--- config.mk ---
export PLATFORM = sky130hd
export DESIGN_NAME = spi_xfer_arbiter
export DESIGN_NICKNAME = d
export VERILOG_FILES = /design/src/rtl/spi_xfer_pkg.sv /design/src/rtl/spi_rr_arb2.sv /design/src/rtl/spi_xfer_arbiter.sv
export SDC_FILE = /design/constraint.sdc
export NUM_CORES = 1
export LEC_CHECK = 0
export CAP_MARGIN = 20
export CORE_AREA = 8 8 102 104
export DETAILED_ROUTE_END_ITERATION = 10
export DIE_AREA = 0 0 110 112
export GPL_TIMING_DRIVEN = 0
export PLACE_DENSITY = 0.83
export SYNTH_ARGS = -nofsm -noshare
export SYNTH_HDL_FRONTEND = slang
export SYNTH_HIERARCHICAL = 1
export SYNTH_SLANG_ARGS = --single-unit
--- constraint.sdc ---
create_clock -name i_Clk -period 3.1 [get_ports i_Clk]
set_input_delay 0.62 -clock i_Clk [delete_from_list [all_inputs] [get_ports i_Clk]]
set_output_delay 0.62 -clock i_Clk [all_outputs]
set_load 0.005 [all_outputs]
--- src/rtl/spi_xfer_pkg.sv ---
// rtl/spi_xfer_pkg.sv - shared constants and FSM encoding for the SPI transfer arbiter
package spi_xfer_pkg;

    localparam int WORD_W_DEF    = 18;
    localparam int MAX_WORDS_DEF = 2;
    localparam int CNT_W_DEF     = 3;

    typedef logic [2:0] state_t;

    localparam state_t ST_IDLE    = 3'd0;
    localparam state_t ST_CHECK   = 3'd1;
    localparam state_t ST_ISSUE   = 3'd2;
    localparam state_t ST_WAIT_RX = 3'd3;
    localparam state_t ST_GAP     = 3'd4;

    function automatic logic count_legal(input int unsigned cnt, input int unsigned max_words);
        return (cnt != 0) && (cnt <= max_words);
    endfunction

endpackage

--- src/rtl/spi_rr_arb2.sv ---
// rtl/spi_rr_arb2.sv - two-way round-robin arbiter with a registered last-served pointer
module spi_rr_arb2 (
    input  logic       clk,
    input  logic       resetn,
    input  logic       en,
    input  logic [1:0] req,
    output logic [1:0] gnt,
    output logic       last
);

    logic last_q;
    logic last_d;

    always_comb begin
        gnt = 2'b00;
        if (en) begin
            if (req[0] && (!req[1] || last_q)) begin
                gnt = 2'b01;
            end else if (req[1]) begin
                gnt = 2'b10;
            end
        end
        last_d = last_q;
        if (gnt[0]) begin
            last_d = 1'b0;
        end else if (gnt[1]) begin
            last_d = 1'b1;
        end
    end

    // Pointer starts at 1 so requester 0 wins the first contest.
    always_ff @(posedge clk) begin
        if (!resetn) begin
            last_q <= 1'b1;
        end else begin
            last_q <= last_d;
        end
    end

    assign last = last_q;

endmodule

--- src/rtl/spi_xfer_arbiter.sv ---
// rtl/spi_xfer_arbiter.sv - shares one single-CS SPI master between two requesters,
// issuing words, routing RX words back and enforcing an idle gap between transactions
module spi_xfer_arbiter
    import spi_xfer_pkg::*;
#(
    parameter int WORD_W    = WORD_W_DEF,
    parameter int MAX_WORDS = MAX_WORDS_DEF,
    parameter int CNT_W     = CNT_W_DEF,
    parameter int GAP_CYC   = 4
) (
    input  logic              i_Clk,
    input  logic              i_Rst_L,
    input  logic              i_Req0_Valid,
    input  logic [CNT_W-1:0]  i_Req0_Count,
    input  logic [WORD_W-1:0] i_Req0_Word,
    input  logic              i_Req0_Word_Valid,
    output logic              o_Req0_Word_Ack,
    output logic              o_Req0_Grant,
    output logic              o_Req0_RX_DV,
    output logic              o_Req0_Done,
    output logic              o_Req0_Err,
    input  logic              i_Req1_Valid,
    input  logic [CNT_W-1:0]  i_Req1_Count,
    input  logic [WORD_W-1:0] i_Req1_Word,
    input  logic              i_Req1_Word_Valid,
    output logic              o_Req1_Word_Ack,
    output logic              o_Req1_Grant,
    output logic              o_Req1_RX_DV,
    output logic              o_Req1_Done,
    output logic              o_Req1_Err,
    output logic [WORD_W-1:0] o_RX_Word,
    output logic [CNT_W-1:0]  o_RX_Index,
    output logic [CNT_W-1:0]  o_TX_Count,
    output logic [WORD_W-1:0] o_TX_Byte,
    output logic              o_TX_DV,
    input  logic              i_TX_Ready,
    input  logic              i_RX_DV,
    input  logic [CNT_W-1:0]  i_RX_Count,
    input  logic [WORD_W-1:0] i_RX_Byte
);

    localparam int GAP_W = 8;

    state_t            state_q, state_d;
    logic [1:0]        grant_q, grant_d;
    logic [CNT_W-1:0]  count_q, count_d;
    logic [CNT_W-1:0]  issued_q, issued_d;
    logic [CNT_W-1:0]  rcvd_q, rcvd_d;
    logic              chk_err_q, chk_err_d;
    logic [GAP_W-1:0]  gap_q, gap_d;
    logic              tx_dv_q, tx_dv_d;
    logic [WORD_W-1:0] tx_byte_q, tx_byte_d;
    logic [CNT_W-1:0]  tx_count_q, tx_count_d;
    logic [1:0]        ack_q, ack_d;
    logic [1:0]        rx_dv_q, rx_dv_d;
    logic [1:0]        done_q, done_d;
    logic [1:0]        err_q, err_d;
    logic [WORD_W-1:0] rx_word_q, rx_word_d;
    logic [CNT_W-1:0]  rx_index_q, rx_index_d;

    logic [1:0]        arb_gnt;
    logic              owner;
    logic [WORD_W-1:0] cur_word;
    logic              cur_word_valid;

    // The last-served pointer is updated at grant time, so it names the owner.
    spi_rr_arb2 u_arb (
        .clk    (i_Clk),
        .resetn (i_Rst_L),
        .en     (state_q == ST_IDLE),
        .req    ({i_Req1_Valid, i_Req0_Valid}),
        .gnt    (arb_gnt),
        .last   (owner)
    );

    assign cur_word       = owner ? i_Req1_Word : i_Req0_Word;
    assign cur_word_valid = owner ? i_Req1_Word_Valid : i_Req0_Word_Valid;

    always_comb begin
        state_d    = state_q;
        grant_d    = grant_q;
        count_d    = count_q;
        issued_d   = issued_q;
        rcvd_d     = rcvd_q;
        chk_err_d  = chk_err_q;
        gap_d      = gap_q;
        tx_dv_d    = 1'b0;
        tx_byte_d  = tx_byte_q;
        tx_count_d = tx_count_q;
        ack_d      = 2'b00;
        rx_dv_d    = 2'b00;
        done_d     = 2'b00;
        err_d      = 2'b00;
        rx_word_d  = rx_word_q;
        rx_index_d = rx_index_q;

        case (state_q)
            ST_IDLE: begin
                if (|arb_gnt) begin
                    grant_d   = arb_gnt;
                    count_d   = arb_gnt[1] ? i_Req1_Count : i_Req0_Count;
                    chk_err_d = 1'b0;
                    state_d   = ST_CHECK;
                end
            end
            ST_CHECK: begin
                // An illegal count spends a second cycle here so Done+Err lands two cycles after Grant.
                if (chk_err_q) begin
                    done_d    = grant_q;
                    err_d     = grant_q;
                    grant_d   = 2'b00;
                    chk_err_d = 1'b0;
                    state_d   = ST_IDLE;
                end else if (!count_legal(32'(count_q), MAX_WORDS)) begin
                    chk_err_d = 1'b1;
                end else begin
                    issued_d = '0;
                    rcvd_d   = '0;
                    state_d  = ST_ISSUE;
                end
            end
            ST_ISSUE: begin
                if (i_TX_Ready && cur_word_valid && (issued_q < count_q)) begin
                    tx_dv_d    = 1'b1;
                    tx_byte_d  = cur_word;
                    tx_count_d = count_q;
                    ack_d      = grant_q;
                    issued_d   = issued_q + CNT_W'(1);
                    state_d    = ST_WAIT_RX;
                end
            end
            ST_WAIT_RX: begin
                if (i_RX_DV) begin
                    rx_word_d  = i_RX_Byte;
                    rx_index_d = i_RX_Count;
                    rx_dv_d    = grant_q;
                    rcvd_d     = rcvd_q + CNT_W'(1);
                    if ((rcvd_q + CNT_W'(1)) == count_q) begin
                        done_d  = grant_q;
                        grant_d = 2'b00;
                        gap_d   = '0;
                        state_d = (GAP_CYC == 0) ? ST_IDLE : ST_GAP;
                    end else begin
                        state_d = ST_ISSUE;
                    end
                end
            end
            ST_GAP: begin
                if (gap_q == GAP_W'(GAP_CYC - 1)) begin
                    state_d = ST_IDLE;
                end else begin
                    gap_d = gap_q + GAP_W'(1);
                end
            end
            default: begin
                state_d = ST_IDLE;
            end
        endcase
    end

    always_ff @(posedge i_Clk) begin
        if (!i_Rst_L) begin
            state_q    <= ST_IDLE;
            grant_q    <= '0;
            count_q    <= '0;
            issued_q   <= '0;
            rcvd_q     <= '0;
            chk_err_q  <= 1'b0;
            gap_q      <= '0;
            tx_dv_q    <= 1'b0;
            tx_byte_q  <= '0;
            tx_count_q <= '0;
            ack_q      <= '0;
            rx_dv_q    <= '0;
            done_q     <= '0;
            err_q      <= '0;
            rx_word_q  <= '0;
            rx_index_q <= '0;
        end else begin
            state_q    <= state_d;
            grant_q    <= grant_d;
            count_q    <= count_d;
            issued_q   <= issued_d;
            rcvd_q     <= rcvd_d;
            chk_err_q  <= chk_err_d;
            gap_q      <= gap_d;
            tx_dv_q    <= tx_dv_d;
            tx_byte_q  <= tx_byte_d;
            tx_count_q <= tx_count_d;
            ack_q      <= ack_d;
            rx_dv_q    <= rx_dv_d;
            done_q     <= done_d;
            err_q      <= err_d;
            rx_word_q  <= rx_word_d;
            rx_index_q <= rx_index_d;
        end
    end

    assign o_Req0_Grant    = grant_q[0];
    assign o_Req1_Grant    = grant_q[1];
    assign o_Req0_Word_Ack = ack_q[0];
    assign o_Req1_Word_Ack = ack_q[1];
    assign o_Req0_RX_DV    = rx_dv_q[0];
    assign o_Req1_RX_DV    = rx_dv_q[1];
    assign o_Req0_Done     = done_q[0];
    assign o_Req1_Done     = done_q[1];
    assign o_Req0_Err      = err_q[0];
    assign o_Req1_Err      = err_q[1];
    assign o_RX_Word       = rx_word_q;
    assign o_RX_Index      = rx_index_q;
    assign o_TX_DV         = tx_dv_q;
    assign o_TX_Byte       = tx_byte_q;
    assign o_TX_Count      = tx_count_q;

endmodule

**Word level (Yosys, flattened, before mapping)**

Index checks and enable logic that the tools add are counted.

- Register bits after elaboration: 75
- Input bits: 71
- Output and inout bits: 53
- Logic and storage cells: 106

- $add $sub $neg: 3
- $lt $le $gt $ge: 2
- Equality and inequality tests: 16
- Muxes and demuxes: 40
- Reduce and logical (&&, ||, !) cells: 28

Operators with widths:

| kind | count |
|---|---|
| $mux 3 | 12 |
| $mux 8 | 3 |
| $mux 2 | 10 |
| $mux 18 | 1 |
| $ne 2x2->1 const B | 9 |
| $pmux 8 s2 | 1 |
| $pmux 3 s5 | 1 |
| $pmux 3 s2 | 2 |
| $reduce_and 2->1 | 6 |
| $reduce_and 4->1 | 3 |
| $reduce_and 5->1 | 2 |
| $reduce_bool 2->1 | 5 |
| $add 8x1->8 const B | 1 |
| $eq 8x2->1 const B | 1 |
| $mux 1 | 7 |
| $add 3x1->3 const B | 2 |
| $eq 3x2->1 const B | 2 |
| $pmux 2 s3 | 1 |
| $reduce_and 3->1 | 2 |
| $reduce_bool 3->1 | 2 |
| $logic_and 1x1->1 | 4 |
| $pmux 2 s2 | 1 |
| $eq 3x1->1 const B | 1 |
| $eq 3x3->1 | 1 |
| other kinds (9) | 9 |

**Longest topological paths before layout**

- Depth in word-level cells: 8
- Gate-level depth with buffers: 10
- Gate-level depth less buffers: 8

**Modules after synthesis**

Netlist, hierarchy kept.

By module, submodules not included:

| module | times used | cells each | area an instance (µm²) | sequential area each (µm²) |
|---|---|---|---|---|
| spi_xfer_arbiter | 1 | 371 | 3331.9 | 1481.4 |
| spi_rr_arb2 | 1 | 8 | 56.3 | 20.0 |

**Worst setup path before layout**

Ideal clock, no wire load.

- Kind: register -> register
- Start: register count_q[2]
- End: register tx_byte_q[0] (netlist: o_TX_Byte[0])
- Setup time: 0.116 ns
- Arrival: 1.922 ns
- Data required time: 2.984 ns
- Slack: 1.062 ns
- Cell stages (with the launch flop): 10
- Path buffers: 2
- Period minus slack after synthesis: 2.038 ns
- Cell sequence: dfxtp_1 clkbuf_1 inv_1 ha_1 nand2_1 o2111ai_1 nor3_4 buf_2 nand2_1 o211a_1

- Longest elaborated chain between the ends: 3

Ends and longest elaborated chain:

| item | RTL line | RTL |
|---|---|---|
| start: declaration | spi_xfer_arbiter.sv:46 | `logic [CNT_W-1:0] count_q, count_d;` |
| start signal: assignment | spi_xfer_arbiter.sv:182 | `count_q <= count_d;` |
| $lt 3x3->1 | spi_xfer_arbiter.sv:123 | `if (i_TX_Ready && cur_word_valid && (issued_q < count_q)) begin` |
| $logic_and 1x1->1 | spi_xfer_arbiter.sv:123 |  |
| $reduce_and 2->1 (no source line) | - |  |
| end signal: assignment | spi_xfer_arbiter.sv:188 | `tx_byte_q <= tx_byte_d;` |
| end: declaration | spi_xfer_arbiter.sv:52 | `logic [WORD_W-1:0] tx_byte_q, tx_byte_d;` |

Every way passes these cells.
A chain may end at the register's enable or synchronous reset.

**Final worst setup path**

- Start: register count_q[2]
- End: register tx_byte_q[4] (netlist: o_TX_Byte[4])

The elaborated chain is that of the path after synthesis.

==> run_summary.xml <==
<?xml version="1.0" encoding="UTF-8"?>
<metrics>
  <group name="logic_synthesis">
    <metric name="synthDominantCellAreaShare" unit="%">44.31</metric>
    <metric name="ys_ff_latch" unit="">75</metric>
    <metric name="postSynth.asyncResetShare" unit="%">0</metric>
    <metric name="synthesis.area" unit="um2">3388</metric>
    <metric name="syn_nets" unit="">455</metric>
    <metric name="number_of_enable_type_register_cells_in_the_synthesized_netlist" unit="">0</metric>
    <metric name="synthesis.area_per_instance" unit="um2">8.940</metric>
    <metric name="synth_area_leaders" unit="">sky130_fd_sc_hd__dfxtp_1, sky130_fd_sc_hd__nand2_1, sky130_fd_sc_hd__mux2i_1</metric>
    <metric name="synth_top_area_cell" unit="">sky130_fd_sc_hd__dfxtp_1</metric>
    <metric name="synth_seq_area_share" unit="%">44.31</metric>
    <metric name="synthesis.instances" unit="">379</metric>
    <metric name="yosys.cell_types.count" unit="">45</metric>
    <metric name="yosys_warnings" unit="">6</metric>
    <metric name="synth_top_flop_cell" unit="">sky130_fd_sc_hd__dfxtp_1</metric>
  </group>
  <group name="global_route">
    <metric name="grt_first_pass_wirelength" unit="um">16080</metric>
    <metric name="first_global_vias" unit="">3270</metric>
    <metric name="grt_start_max_net_pins" unit="">13</metric>
    <metric name="number_of_antenna_violations_at_the_first_check_in_global_routing" unit="">0</metric>
    <metric name="grt.total_usage" unit="%">16.34</metric>
    <metric name="globalRoute.totalOverflow" unit="">0</metric>
  </group>
  <group name="sta">
    <metric name="final.period_utilization" unit="%">81.58</metric>
    <metric name="setup_viol_count_final" unit="">0</metric>
    <metric name="rsz0062_at_grt" unit="">false</metric>
    <metric name="tns" unit="ns">0</metric>
    <metric name="least_margin_pin_slew" unit="ns">0.6627</metric>
    <metric name="hold_viol" unit="">0</metric>
    <metric name="fmax" unit="MHz">395.4</metric>
    <metric name="maxSlewHeadroom" unit="%">55.82</metric>
    <metric name="timing.final.max_slew_violations" unit="">0</metric>
    <metric name="fin_skew" unit="ns">0.01449</metric>
    <metric name="period_needed" unit="ns">2.529</metric>
  </group>
  <group name="clock_tree">
    <metric name="post_cts.resized_instances" unit="">0</metric>
    <metric name="holdBufCountCts" unit="">0</metric>
    <metric name="root_buffer" unit="">sky130_fd_sc_hd__clkbuf_8</metric>
    <metric name="tritoncts" unit="">done</metric>
    <metric name="cts_inserted_buffers" unit="">9</metric>
    <metric name="cts-root-to-sink-buffers" unit="">2</metric>
    <metric name="htreeDepth" unit="">3</metric>
    <metric name="clkLatencyLatePin" unit="ns">0.35</metric>
    <metric name="clkSlewWorstSetupHoldPaths" unit="ns">0.08</metric>
    <metric name="cts_post_setup_buffers_inserted" unit="">0</metric>
    <metric name="cts.sinks" unit="">75</metric>
  </group>
  <group name="worst_setup_path">
    <metric name="worst_path_max_delay_cell" unit="">sky130_fd_sc_hd__nor3_4</metric>
    <metric name="worst_setup_sp_type" unit="">register</metric>
    <metric name="critPathRequiredTime" unit="ns">3.33</metric>
    <metric name="crit_chain" unit="">clkbuf_1 -&gt; inv_1 -&gt; ha_1 -&gt; nand2_1 -&gt; o2111ai_1 -&gt; nor3_4 -&gt; buf_2 -&gt; nand2_1 -&gt; o211a_1</metric>
    <metric name="critPathMostFrequentCell" unit="">sky130_fd_sc_hd__nand2_1</metric>
    <metric name="arrival" unit="ns">2.76</metric>
    <metric name="critical-path-top-delay-family" unit="">buffers and inverters</metric>
    <metric name="worst-path-max-fanout" unit="">10</metric>
    <metric name="category_of_the_worst_setup_path_capture_point" unit="">register</metric>
    <metric name="startpoint" unit="">count_q[2]</metric>
    <metric name="worst_path_bufs_invs" unit="">3</metric>
    <metric name="highest_cell_delay_on_the_worst_timing_path" unit="ns">0.50</metric>
    <metric name="worstReg2RegStart" unit="">count_q[2]</metric>
    <metric name="criticalPathCategory" unit="">reg -&gt; reg</metric>
  </group>
  <group name="finish">
    <metric name="final_common_cell" unit="">sky130_fd_sc_hd__clkdlybuf4s50_1</metric>
    <metric name="nFillCells" unit="">789</metric>
    <metric name="layout_overhead_on_the_synthesized_area" unit="%">47.16</metric>
    <metric name="layout_common_cells" unit="">sky130_fd_sc_hd__clkdlybuf4s50_1, sky130_fd_sc_hd__nand2_1, sky130_fd_sc_hd__dfxtp_1, sky130_fd_sc_hd__mux2i_1, sky130_fd_sc_hd__a21boi_0</metric>
    <metric name="antennaDiodeCount" unit="">0</metric>
    <metric name="drive_above_1_share" unit="%">6.178</metric>
    <metric name="stdcell_area" unit="um2">4986</metric>
    <metric name="area_of_combinational_cells_with_multiple_inputs" unit="um2">1753</metric>
    <metric name="seqCellArea" unit="um2">1501</metric>
    <metric name="number_of_nets_in_the_finished_design" unit="">589</metric>
  </group>
  <group name="min_path">
    <metric name="hold_start" unit="">o_RX_Word[9]</metric>
    <metric name="hp-class" unit="">reg -&gt; reg</metric>
  </group>
  <group name="floorplanning">
    <metric name="die_h" unit="um">112</metric>
    <metric name="floorplan.io_pins" unit="">124</metric>
    <metric name="start_util" unit="%">38.11</metric>
    <metric name="fp.dieArea" unit="um2">12320</metric>
    <metric name="fp.dieW" unit="um">110</metric>
    <metric name="design.core.area" unit="um2">8890</metric>
    <metric name="floorplan.rows" unit="">35</metric>
  </group>
  <group name="route">
    <metric name="finalWirelength" unit="um">10070</metric>
    <metric name="vias_per_cell" unit="">5.183</metric>
    <metric name="first_pass_iters" unit="">4</metric>
    <metric name="ant_nets_after_route" unit="">0</metric>
    <metric name="via_count" unit="">3260</metric>
    <metric name="drt-initial-drc-count" unit="">230</metric>
    <metric name="drc" unit="">0</metric>
    <metric name="avgRoutedWirePerCell" unit="um">16.02</metric>
  </group>
  <group name="pwr">
    <metric name="power.static_leakage" unit="nW">2.085</metric>
    <metric name="ir_drop" unit="V">0.0003303</metric>
    <metric name="power_per_unit_of_standard_cell_area" unit="nW/um2">564.2</metric>
    <metric name="report.power.total" unit="W">0.002813</metric>
  </group>
  <group name="placement">
    <metric name="buffer_ports.inserted" unit="">123</metric>
    <metric name="placed_area" unit="um2">4758</metric>
    <metric name="dp_hpwl" unit="um">7858</metric>
    <metric name="gp_routability_congestion" unit="">0.8488</metric>
  </group>
  <group name="status">
    <metric name="run_status" unit="">finished, final reports clean</metric>
  </group>
  <group name="job">
    <metric name="max_cap_viol_count" unit="">0</metric>
  </group>
</metrics>
[metal layers]
metal | GRT usage [%] | part of all wire [%]
met1 | 17.80 | 38
met2 | 29.23 | 54
met3 | 3.235 | 5.1
met4 | 7.207 | 2.0
met5 | 0 | 0
[worst reg2reg max path: cells and delay by family, from the launching register on]
family | cells | cell delay [ns]
buf+inv | 3 | 0.73
compound gates | 2 | 0.40
simple gates | 3 | 0.67
flops | 1 | 0.31
fa+ha+maj | 1 | 0.32
[cell families after synthesis]
group	synth area share, %
XOR/XNOR	1.440
AND/OR/NAND/NOR	21.64
adder cells (fa/ha/maj)	1.846
flip-flops	44.31
multiplexers	7.386
AO/OA/AOI/OAI	19.42
buffers and inverters	3.951
[Yosys cell counts (all sizes together) (6+ instances only)]
master	n
nand2	90
dfxtp	75
mux2i	25
a21boi	23
o211a	21
o21ai	17
nor2	16
clkbuf	13
buf	11
a31oi	8
nor2b	8
nor3	8
a21oi	6
[flip-flops by register name, summed over array words and instances, names as in the netlist]
signal,count
chk_err_q,1
rcvd_q,3
grant_q,2
o_TX_Count,3
o_RX_Word,18
o_TX_DV,1
gap_q,8
state_q,3
rx_dv_q,2
o_RX_Index,3
count_q,3
issued_q,3
err_q,2
done_q,2
u_arb/last,1
ack_q,2
o_TX_Byte,18
[worst paths after layout]
path / end / slack, ns / cells past startpoint
worst min-delay path: o_RX_Word[9] / 0.46 / 2
worst min register to register: o_RX_Word[9] / 0.46 / 2
worst max-delay path: o_TX_Byte[4] / 0.57 / 9
worst max register to register: o_TX_Byte[4] / 0.57 / 9
[where the power goes]
part | switching (W) | internal [W] | leakage, nW
combinational | 0.000453 | 0.000407 | 1.37
sequential | 0.0000646 | 0.00104 | 0.606
clock | 0.000350 | 0.000496 | 0.113
total | 0.000868 | 0.00195 | 2.08
[stage by stage]
step	setup slack [ns]	hold WS (ns)	util [%]	cells
2_1_floorplan	1.062	0.4492	-	379
3_3_place_gp	0.5080	0.4504	53.53	613
3_5_place_dp	0.4425	0.4595	53.53	613
4_1_cts	0.5848	0.4675	56.09	629
5_1_grt	0.3422	0.4914	56.09	629
6_report	0.5711	0.4617	56.09	629
[area by class of cell]
cell class | count | area share [%]
Clock buffer | 12 | 3.112
Buffer | 24 | 2.309
Clock inverter | 4 | 1.455
Sequential cell | 75 | 30.11
Tap cell | 111 | 2.785
Timing Repair Buffer | 123 | 24.69
Inverter | 5 | 0.3764
Multi-Input combinational cell | 275 | 35.16
(Power assumes the default switching activity.)
